### src/rtl/hera_pkg.sv
// Shared HERA core definitions: address widths and the return-stack strobe FSM states.
package hera_pkg;
  localparam int ROM_AW = 10;
  localparam int PC_W   = 16;

  typedef enum logic {
    IDLE      = 1'b0,
    RET_ISSUE = 1'b1
  } ret_state_t;
endpackage

### src/rtl/ret_stack_mem.sv
// Return-address register file: one synchronous write port, one asynchronous read of registered contents.
module ret_stack_mem #(
  parameter int DEPTH = 16,
  parameter int AW    = 10,
  parameter int PTR_W = 4
) (
  input  logic             clk,
  input  logic             we_i,
  input  logic [PTR_W-1:0] waddr_i,
  input  logic [AW-1:0]    wdata_i,
  input  logic [PTR_W-1:0] raddr_i,
  output logic [AW-1:0]    rdata_o
);
  logic [AW-1:0] mem_q [DEPTH];

  // Contents are don't-care after reset, so the array carries no reset.
  always_ff @(posedge clk) begin
    if (we_i) mem_q[waddr_i] <= wdata_i;
  end

  assign rdata_o = mem_q[raddr_i];
endmodule

### src/rtl/ret_stack.sv
// Hardware return-address stack: captures pc+1 on CALL, hands the popped address to the PC unit with a one-cycle strobe.
import hera_pkg::*;

module ret_stack #(
  parameter int DEPTH = 16,
  parameter int AW    = ROM_AW,
  parameter int PTR_W = 4
) (
  input  logic             clk,
  input  logic             rst,
  input  logic             call,
  input  logic             ret,
  input  logic             stall,
  input  logic             flush,
  input  logic [PC_W-1:0]  cur_pc,
  output logic             ret_pc,
  output logic [AW-1:0]    ret_addr,
  output logic             empty,
  output logic             full,
  output logic [PTR_W:0]   count,
  output logic             ovf,
  output logic             unf
);
  localparam logic [PTR_W:0] CNT_FULL = (PTR_W+1)'(DEPTH);
  localparam logic [PTR_W:0] CNT_ONE  = (PTR_W+1)'(1);
  localparam logic [AW-1:0]  PC_ONE   = AW'(1);

  ret_state_t       state_q, state_d;
  logic [PTR_W:0]   count_q, count_d;
  logic [AW-1:0]    ret_addr_q, ret_addr_d;
  logic             ovf_q, ovf_d, unf_q, unf_d;

  logic [PTR_W-1:0] sp, top_idx, waddr;
  logic [AW-1:0]    push_val, rd_data;
  logic             empty_w, full_w, push_req, pop_req, push_ok, pop_ok;
  logic             unused_pc_hi;

  // The stack pointer is the count modulo DEPTH; the full case wraps sp to 0, which is never written.
  assign sp       = count_q[PTR_W-1:0];
  assign top_idx  = sp - PTR_W'(1);
  assign empty_w  = (count_q == '0);
  assign full_w   = (count_q == CNT_FULL);

  assign push_val     = cur_pc[AW-1:0] + PC_ONE;
  assign unused_pc_hi = ^cur_pc[PC_W-1:AW];

  assign push_req = call & ~stall & ~flush;
  assign pop_req  = ret  & ~stall & ~flush;
  assign pop_ok   = pop_req & ~empty_w;
  // A tail call overwrites the top in place, so it is accepted even when full.
  assign push_ok  = push_req & (pop_ok | ~full_w);
  assign waddr    = pop_ok ? top_idx : sp;

  ret_stack_mem #(
    .DEPTH (DEPTH),
    .AW    (AW),
    .PTR_W (PTR_W)
  ) u_mem (
    .clk     (clk),
    .we_i    (push_ok),
    .waddr_i (waddr),
    .wdata_i (push_val),
    .raddr_i (top_idx),
    .rdata_o (rd_data)
  );

  always_comb begin
    count_d    = count_q;
    state_d    = IDLE;
    ret_addr_d = ret_addr_q;
    ovf_d      = ovf_q;
    unf_d      = unf_q;
    if (flush) begin
      count_d = '0;
    end else begin
      if (push_ok && !pop_ok)  count_d = count_q + CNT_ONE;
      if (pop_ok && !push_req) count_d = count_q - CNT_ONE;
      if (push_req && !pop_ok && full_w) ovf_d = 1'b1;
      if (pop_req && empty_w) unf_d = 1'b1;
      if (pop_ok) begin
        ret_addr_d = rd_data;
        state_d    = RET_ISSUE;
      end
    end
  end

  always_ff @(posedge clk) begin
    if (rst) begin
      state_q    <= IDLE;
      count_q    <= '0;
      ret_addr_q <= '0;
      ovf_q      <= 1'b0;
      unf_q      <= 1'b0;
    end else begin
      state_q    <= state_d;
      count_q    <= count_d;
      ret_addr_q <= ret_addr_d;
      ovf_q      <= ovf_d;
      unf_q      <= unf_d;
    end
  end

  assign ret_pc   = (state_q == RET_ISSUE);
  assign ret_addr = ret_addr_q;
  assign empty    = empty_w;
  assign full     = full_w;
  assign count    = count_q;
  assign ovf      = ovf_q;
  assign unf      = unf_q;
endmodule

### config.mk
export PLATFORM = sky130hd
export DESIGN_NAME = ret_stack
export DESIGN_NICKNAME = d
export VERILOG_FILES = /design/src/rtl/hera_pkg.sv /design/src/rtl/ret_stack_mem.sv /design/src/rtl/ret_stack.sv
export SDC_FILE = /design/constraint.sdc
export NUM_CORES = 1
export LEC_CHECK = 0
export ABC_CLOCK_PERIOD_IN_PS = 3500
export CORE_MARGIN = 1.5
export CORE_UTILIZATION = 27
export DETAILED_ROUTE_END_ITERATION = 8
export PLACE_DENSITY = 0.41
export SLEW_MARGIN = 0
export SYNTH_ARGS = -nofsm -noshare
export SYNTH_HDL_FRONTEND = slang
export SYNTH_HIERARCHICAL = 1
export SYNTH_SLANG_ARGS = --single-unit
### constraint.sdc
create_clock -name clk -period 3.5 [get_ports clk]
set_input_delay 0.35 -clock clk [delete_from_list [all_inputs] [get_ports clk]]
set_output_delay 0.35 -clock clk [all_outputs]
set_load 0.005 [all_outputs]
* Word-level counts from Yosys, hierarchy flattened
Memory sizes are Yosys's and may differ from the RTL's. A register that Yosys moved wholly into a read port is not among the register bits. Cells that the tools add are included.
Storage, ports and cells: latch bits 0, memory bits (read-only) 0, word-level logic and storage cells 40, input bits 22, memories kept 1, flip-flop bits (word level) 8, RAM bits 160
Memory list:
- u_mem.mem_q | words 16, width 10, rd ports 1, clocked after memory_dff 1, write ports 1, RTL line ret_stack_mem.sv:14 | logic [AW-1:0] mem_q [DEPTH];
Cells by class: div/mod/pow operators 0, magnitude comparators 0, shift operators 0, multiply operators 0, add/sub/neg operators 4, bitwise gates (word level) 11, muxes and demuxes 6, reductions and logical operators 13, equality and inequality tests 1
Operator list (number):
- 10-bit by 1-bit adder with 10-bit output, second input constant | 1
- 5-bit two-way mux | 2
- 1-bit bitwise AND | 6
- 2-bit AND reduction | 3
- 5-bit by 1-bit adder with 5-bit output, second input constant | 1
- 5-bit equality test, second input constant | 1
- 1-bit logical AND | 5
- 5-bit zero test | 1
- 5-bit by 1-bit subtractor with 5-bit output, second input constant | 1
- 4-bit two-way mux | 1
- 1-bit NOT | 4
- 4-bit by 1-bit subtractor with 4-bit output, second input constant | 1
- 1-bit two-way mux | 3
- 1-bit zero test | 2
- 2-bit nonzero test | 1
- 2-bit OR reduction | 1
- 1-bit bitwise OR | 1

* Logic depth before layout (Yosys ltp)
word-level depth 9, gate-level depth with buffers 11

* Cells and area by module
Netlist, hierarchy kept.
By module, submodules not included:
- ret_stack_mem | sequential area each 4804.6 um^2, cells an instance 269, times used 1, area an instance 6153.4 um^2
- ret_stack | sequential area each 360.3 um^2, cells an instance 138, times used 1, area an instance 1133.6 um^2

* Least setup slack after synthesis
OpenSTA, ideal clock, no wires.
path type register -> register, from reg count_q[0], in the netlist count[0], to mem u_mem.mem_q[0][0], enable pin, path slack 0.301 ns, required time 3.110 ns, arrival 2.809 ns, library setup time 0.390 ns, stages on the path, launching flop included 10, cells stage by stage dfxtp_1 inv_1 ha_1 nor4b_4 or2_2 clkbuf_1 nor3_1 xor2_1 or3b_1 nor3_1
On the way: elaborated cells between the ends (all ways) 11, those cells by class add/sub (1); eq/ne (1); mux (3); bitwise (5); reduce/logical (1)
RTL lines:
- start, declared | RTL line ret_stack.sv:29 | logic [PTR_W:0] count_q, count_d;
- start signal, assigned | RTL line ret_stack.sv:96 | count_q <= count_d;
- 4-bit by 1-bit subtractor with 4-bit output | RTL line ret_stack.sv:40 | assign top_idx = sp - PTR_W'(1);
- via top_idx[0] | RTL line ret_stack.sv:33 | logic [PTR_W-1:0] sp, top_idx, waddr;
- 4-bit two-way mux | RTL line ret_stack.sv:52 | assign waddr = pop_ok ? top_idx : sp;
- end, declared | RTL line ret_stack_mem.sv:14
The timed path passes the listed nets, and every way through them passes these cells.

* Worst setup path after layout
from reg count_q[1], in the netlist count[1], to mem u_mem.mem_q[8][8], enable pin
On the way: elaborated cells between the ends (all ways) 11, those cells by class add/sub (1); eq/ne (1); mux (3); bitwise (5); reduce/logical (1)
RTL lines (RTL line):
- branches (longest 3 deep; another with 4-bit by 1-bit subtractor with 4-bit output)
- 4-bit two-way mux * | ret_stack.sv:52
- via waddr[3] | ret_stack.sv:33
Mark *: on every way through the listed nets, which the timed path passes.

==> results.ini <==
[power]
clock_power_share = 0.429
p_leak_nw = 2.96
power.share.switching = 0.205
share_seq_of_total_power = 0.524
powerDensity_nw_per_um2 = 505
p_sw_mw = 0.915
comb_power_share = 0.047
maximum_vdd_drop_uv = 324
internal_power_mw = 3.54

[floorplanning]
die_span_in_y_um = 167
die_w_um = 167
row_count = 59
starting_utilization_of_the_core_area = 0.277
die_area_um2 = 28000
boundaryPins = 42
core_area_um2 = 26300

[setup_path]
worstReg2RegStart = count[1]$_SDFFE_PP0P_
critical_path.cell_chain = inv_1 -> ha_1 -> nor4b_4 -> or2_2 -> nor3_1 -> xor2_1 -> nand3b_1 -> nor3_1 -> buf_4
cpLargestDelayFamily = simple AND/OR/NAND/NOR gates
worst_case_register_to_register_setup_slack_ns = 0.60
critPathLaunchType = register
worst-path-buf-inv = 2
cp.arrival_ns = 3.03
critical_path_peak_fanout = 8
crit_path_frequent_cell = sky130_fd_sc_hd__nor3_1
endpoint_kind_of_the_worst_setup_timing_path = register
critical_path_required_ns = 3.63
critical-path-max-stage-delay_ns = 0.48
worstRegToRegCells = 9
cp_slowest_cell = sky130_fd_sc_hd__dfxtp_1
crit_type = reg2reg
worst_r2r_endpoint = u_mem/mem_q[8][8]$_DFFE_PP_

[layout]
finalNetCount = 507
post_route_cells_drive_above_1_share = 0.218
postLayoutCellArea_um2 = 8830
area_growth_pct = 21.2
layout.filler_cells = 2535
diodes = 0
final_util = 0.336

[clock_tree]
clock_tree_from_tritoncts = built
post_cts.repair.setup_buffers = 0
htree_num_levels = 4
tritoncts.num_buffers = 17
cts_hold_buffers = 0
post_cts.resized_instances = 0
clkTransAtPathRegs_ns = 0.07
cts_buffer_depth = 2
cell_at_the_root_of_the_clock_tree = sky130_fd_sc_hd__clkbuf_16
worst_skew_pair.late_latency_ns = 0.43
cts_sinks = 178

[yosys]
synth.top_cell.area_share = 0.659
ys_types = 45
synth_edf_count = 160
ys_top_cells_by_area = sky130_fd_sc_hd__edfxtp_1, sky130_fd_sc_hd__mux4_2, sky130_fd_sc_hd__dfxtp_1
avgSynthCellArea_um2 = 17.9
synth_async_sr_flop_share = 0
synth_area_leader_cell = sky130_fd_sc_hd__edfxtp_1
ys_top_cells_by_count = sky130_fd_sc_hd__edfxtp_1, sky130_fd_sc_hd__nand2_1, sky130_fd_sc_hd__mux4_2, sky130_fd_sc_hd__nor2_1, sky130_fd_sc_hd__a22oi_1
ys_seq_area_frac = 0.709
post-synth-top-count-cell = sky130_fd_sc_hd__edfxtp_1
syn_nets = 434
synth_ff_type = sky130_fd_sc_hd__edfxtp_1
ys_seq_elements = 178
synth.yosys.warnings = 6
synth_cells = 407
synth.cell_area_um2 = 7290

[route]
drt_iter0_markers = 288
detailroute.wirelength.met3_um = 690
avgViaCountPerCell = 4.68
overall_routed_net_length_um = 16300
drcViolationCount = 0
highest-signal-layer = met4
dr_total_vias = 3865
drt-met1-wl_um = 7470
met2_length_um = 7960
ant_nets = 0
wl_per_cell_um = 19.7
drt_pre_antenna_iters = 4

[flow_run]
cap_viol_max_count = 0

[place]
port_buffers = 35
gp_congestion = 0.708
placement.cell_area_um2 = 8240
hpwl_detailed_um = 10700
dpl_worst_slack_ns = 0.246

[sta]
finalClockSkew_ns = 0.0134
drv_slew = 0
timing.slew.headroom = 0.260
period_minus_slack_ns = 2.90
rsz_0062_raised_after_global_routing = no
fin_setup_tns_ns = 0
period_share = 0.829
max_slew.worst_pin.slew_ns = 1.10
post-route-worst-setup-slack_ns = 0.598
finalSetupViolations = 0
report.final.hold_viol_count = 0
achievable-frequency_mhz = 345

[min_path]
min_from = ret_addr[2]$_SDFFE_PP0P_
timing.hold.worst.class = reg2reg
hold-path-endpoint = ret_addr[2]$_SDFFE_PP0P_
holdPathStages = 2

[global_route]
first_global_vias = 4106
grt_first_pass_wirelength_um = 25100
globalRouteTotalUtil = 0.123
grt_antenna_before_repair = 0
pin_count_of_the_biggest_net_entering_global_routing = 41
grt_overflow_total = 0

[status]
run_status = finished clean

==> cells in the final DEF, fill, tap and decap left out, drive strengths merged, types with 2 or more instances in the layout <==
| master | n |
|---|---|
| edfxtp | 160 |
| mux4 | 40 |
| buf | 37 |
| nand2 | 35 |
| clkdlybuf4s50 | 35 |
| nor2 | 23 |
| a22oi | 21 |
| clkbuf | 19 |
| dfxtp | 18 |
| xnor2 | 12 |
| a21oi | 11 |
| inv | 9 |
| nand3 | 8 |
| nor3 | 8 |
| xor2 | 5 |
| ha | 5 |
| and3 | 3 |
| or2 | 3 |
| a31oi | 3 |
| mux2i | 3 |
| bufinv | 3 |
| clkinv | 3 |
| or3b | 3 |
| o21ai | 2 |
| o31ai | 2 |
| a211oi | 2 |
| clkinvlp | 2 |
| nor2b | 2 |
| nand3b | 2 |
| nand2b | 2 |
==> logic make-up after synthesis <==
logic type | count (synthesis) | share of synthesized area
flip-flops | 178 | 0.709
AND/OR/NAND/NOR | 98 | 0.0713
multiplexers | 43 | 0.134
AO/OA/AOI/OAI | 42 | 0.0383
buffers and inverters | 24 | 0.0187
XOR/XNOR | 17 | 0.0204
adder cells (fa/ha/maj) | 5 | 0.00859
==> state kept, by name, summed over array words and instances, names as in the netlist <==
name	flops
ret_pc	1
u_mem/mem_q	160
ovf	1
ret_addr	10
unf	1
count	5
==> power by group through the flow <==
stage          combinational (mW)  sequential (mW)  clock, mW
2_1_floorplan               0.117             2.38          0
3_3_place_gp                0.208             2.38          0
3_5_place_dp                0.213             2.38          0
4_1_cts                     0.213             2.34       1.97
5_1_grt                     0.230             2.34       2.05
6_report                    0.209             2.34       1.91
==> layer usage <==
layer / track usage / vias up
li1: - / 1779
met1: 0.162 / 1993
met2: 0.201 / 78
met3: 0.0293 / 15
met4: 0.0407 / 0
met5: 0 / -
==> worst reg2reg max path, stage by stage, from the launching register on <==
cell	delay [ns]
sky130_fd_sc_hd__dfxtp_1	0.48
sky130_fd_sc_hd__inv_1	0.15
sky130_fd_sc_hd__ha_1	0.22
sky130_fd_sc_hd__nor4b_4	0.14
sky130_fd_sc_hd__or2_2	0.32
sky130_fd_sc_hd__nor3_1	0.19
sky130_fd_sc_hd__xor2_1	0.39
sky130_fd_sc_hd__nand3b_1	0.22
sky130_fd_sc_hd__nor3_1	0.27
sky130_fd_sc_hd__buf_4	0.22
==> stage by stage <==
stage,power (mW),cells,hold WS (ns)
floorplan,2.50,407,0.419
detailed placement,2.60,796,0.448
global placement,2.59,796,0.451
CTS,4.52,826,0.456
finish,4.46,826,0.452
global route,4.62,826,0.473
==> cell type report <==
type                            count  area (um2)  share of cell area
Sequential cell                   178        5160               0.585
Multi-Input combinational cell    205        2000               0.226
Timing Repair Buffer               72         641              0.0725
Clock buffer                       19         433              0.0490
Tap cell                          335         419              0.0475
Clock inverter                     11         154              0.0174
Inverter                            6        22.5             0.00255
==> worst max-delay path by stage <==
| stage | startpoint | end | slack (ns) | cells after the start |
|---|---|---|---|---|
| finish | count[1]$_SDFFE_PP0P_ | u_mem/mem_q[8][8]$_DFFE_PP_ | 0.60 | 9 |
| global route | count[1]$_SDFFE_PP0P_ | u_mem/mem_q[8][8]$_DFFE_PP_ | 0.32 | 9 |
| CTS | count[1]$_SDFFE_PP0P_ | u_mem/mem_q[8][8]$_DFFE_PP_ | 0.58 | 9 |
| detailed placement | ret | u_mem/mem_q[8][7]$_DFFE_PP_ | 0.25 | 8 |
| global placement | ret | u_mem/mem_q[8][8]$_DFFE_PP_ | 0.26 | 8 |
| floorplan | count[0]$_SDFFE_PP0P_ | u_mem/mem_q[0][0]$_DFFE_PP_ | 0.30 | 9 |
Note: power is estimated with default switching activity, not from simulation.
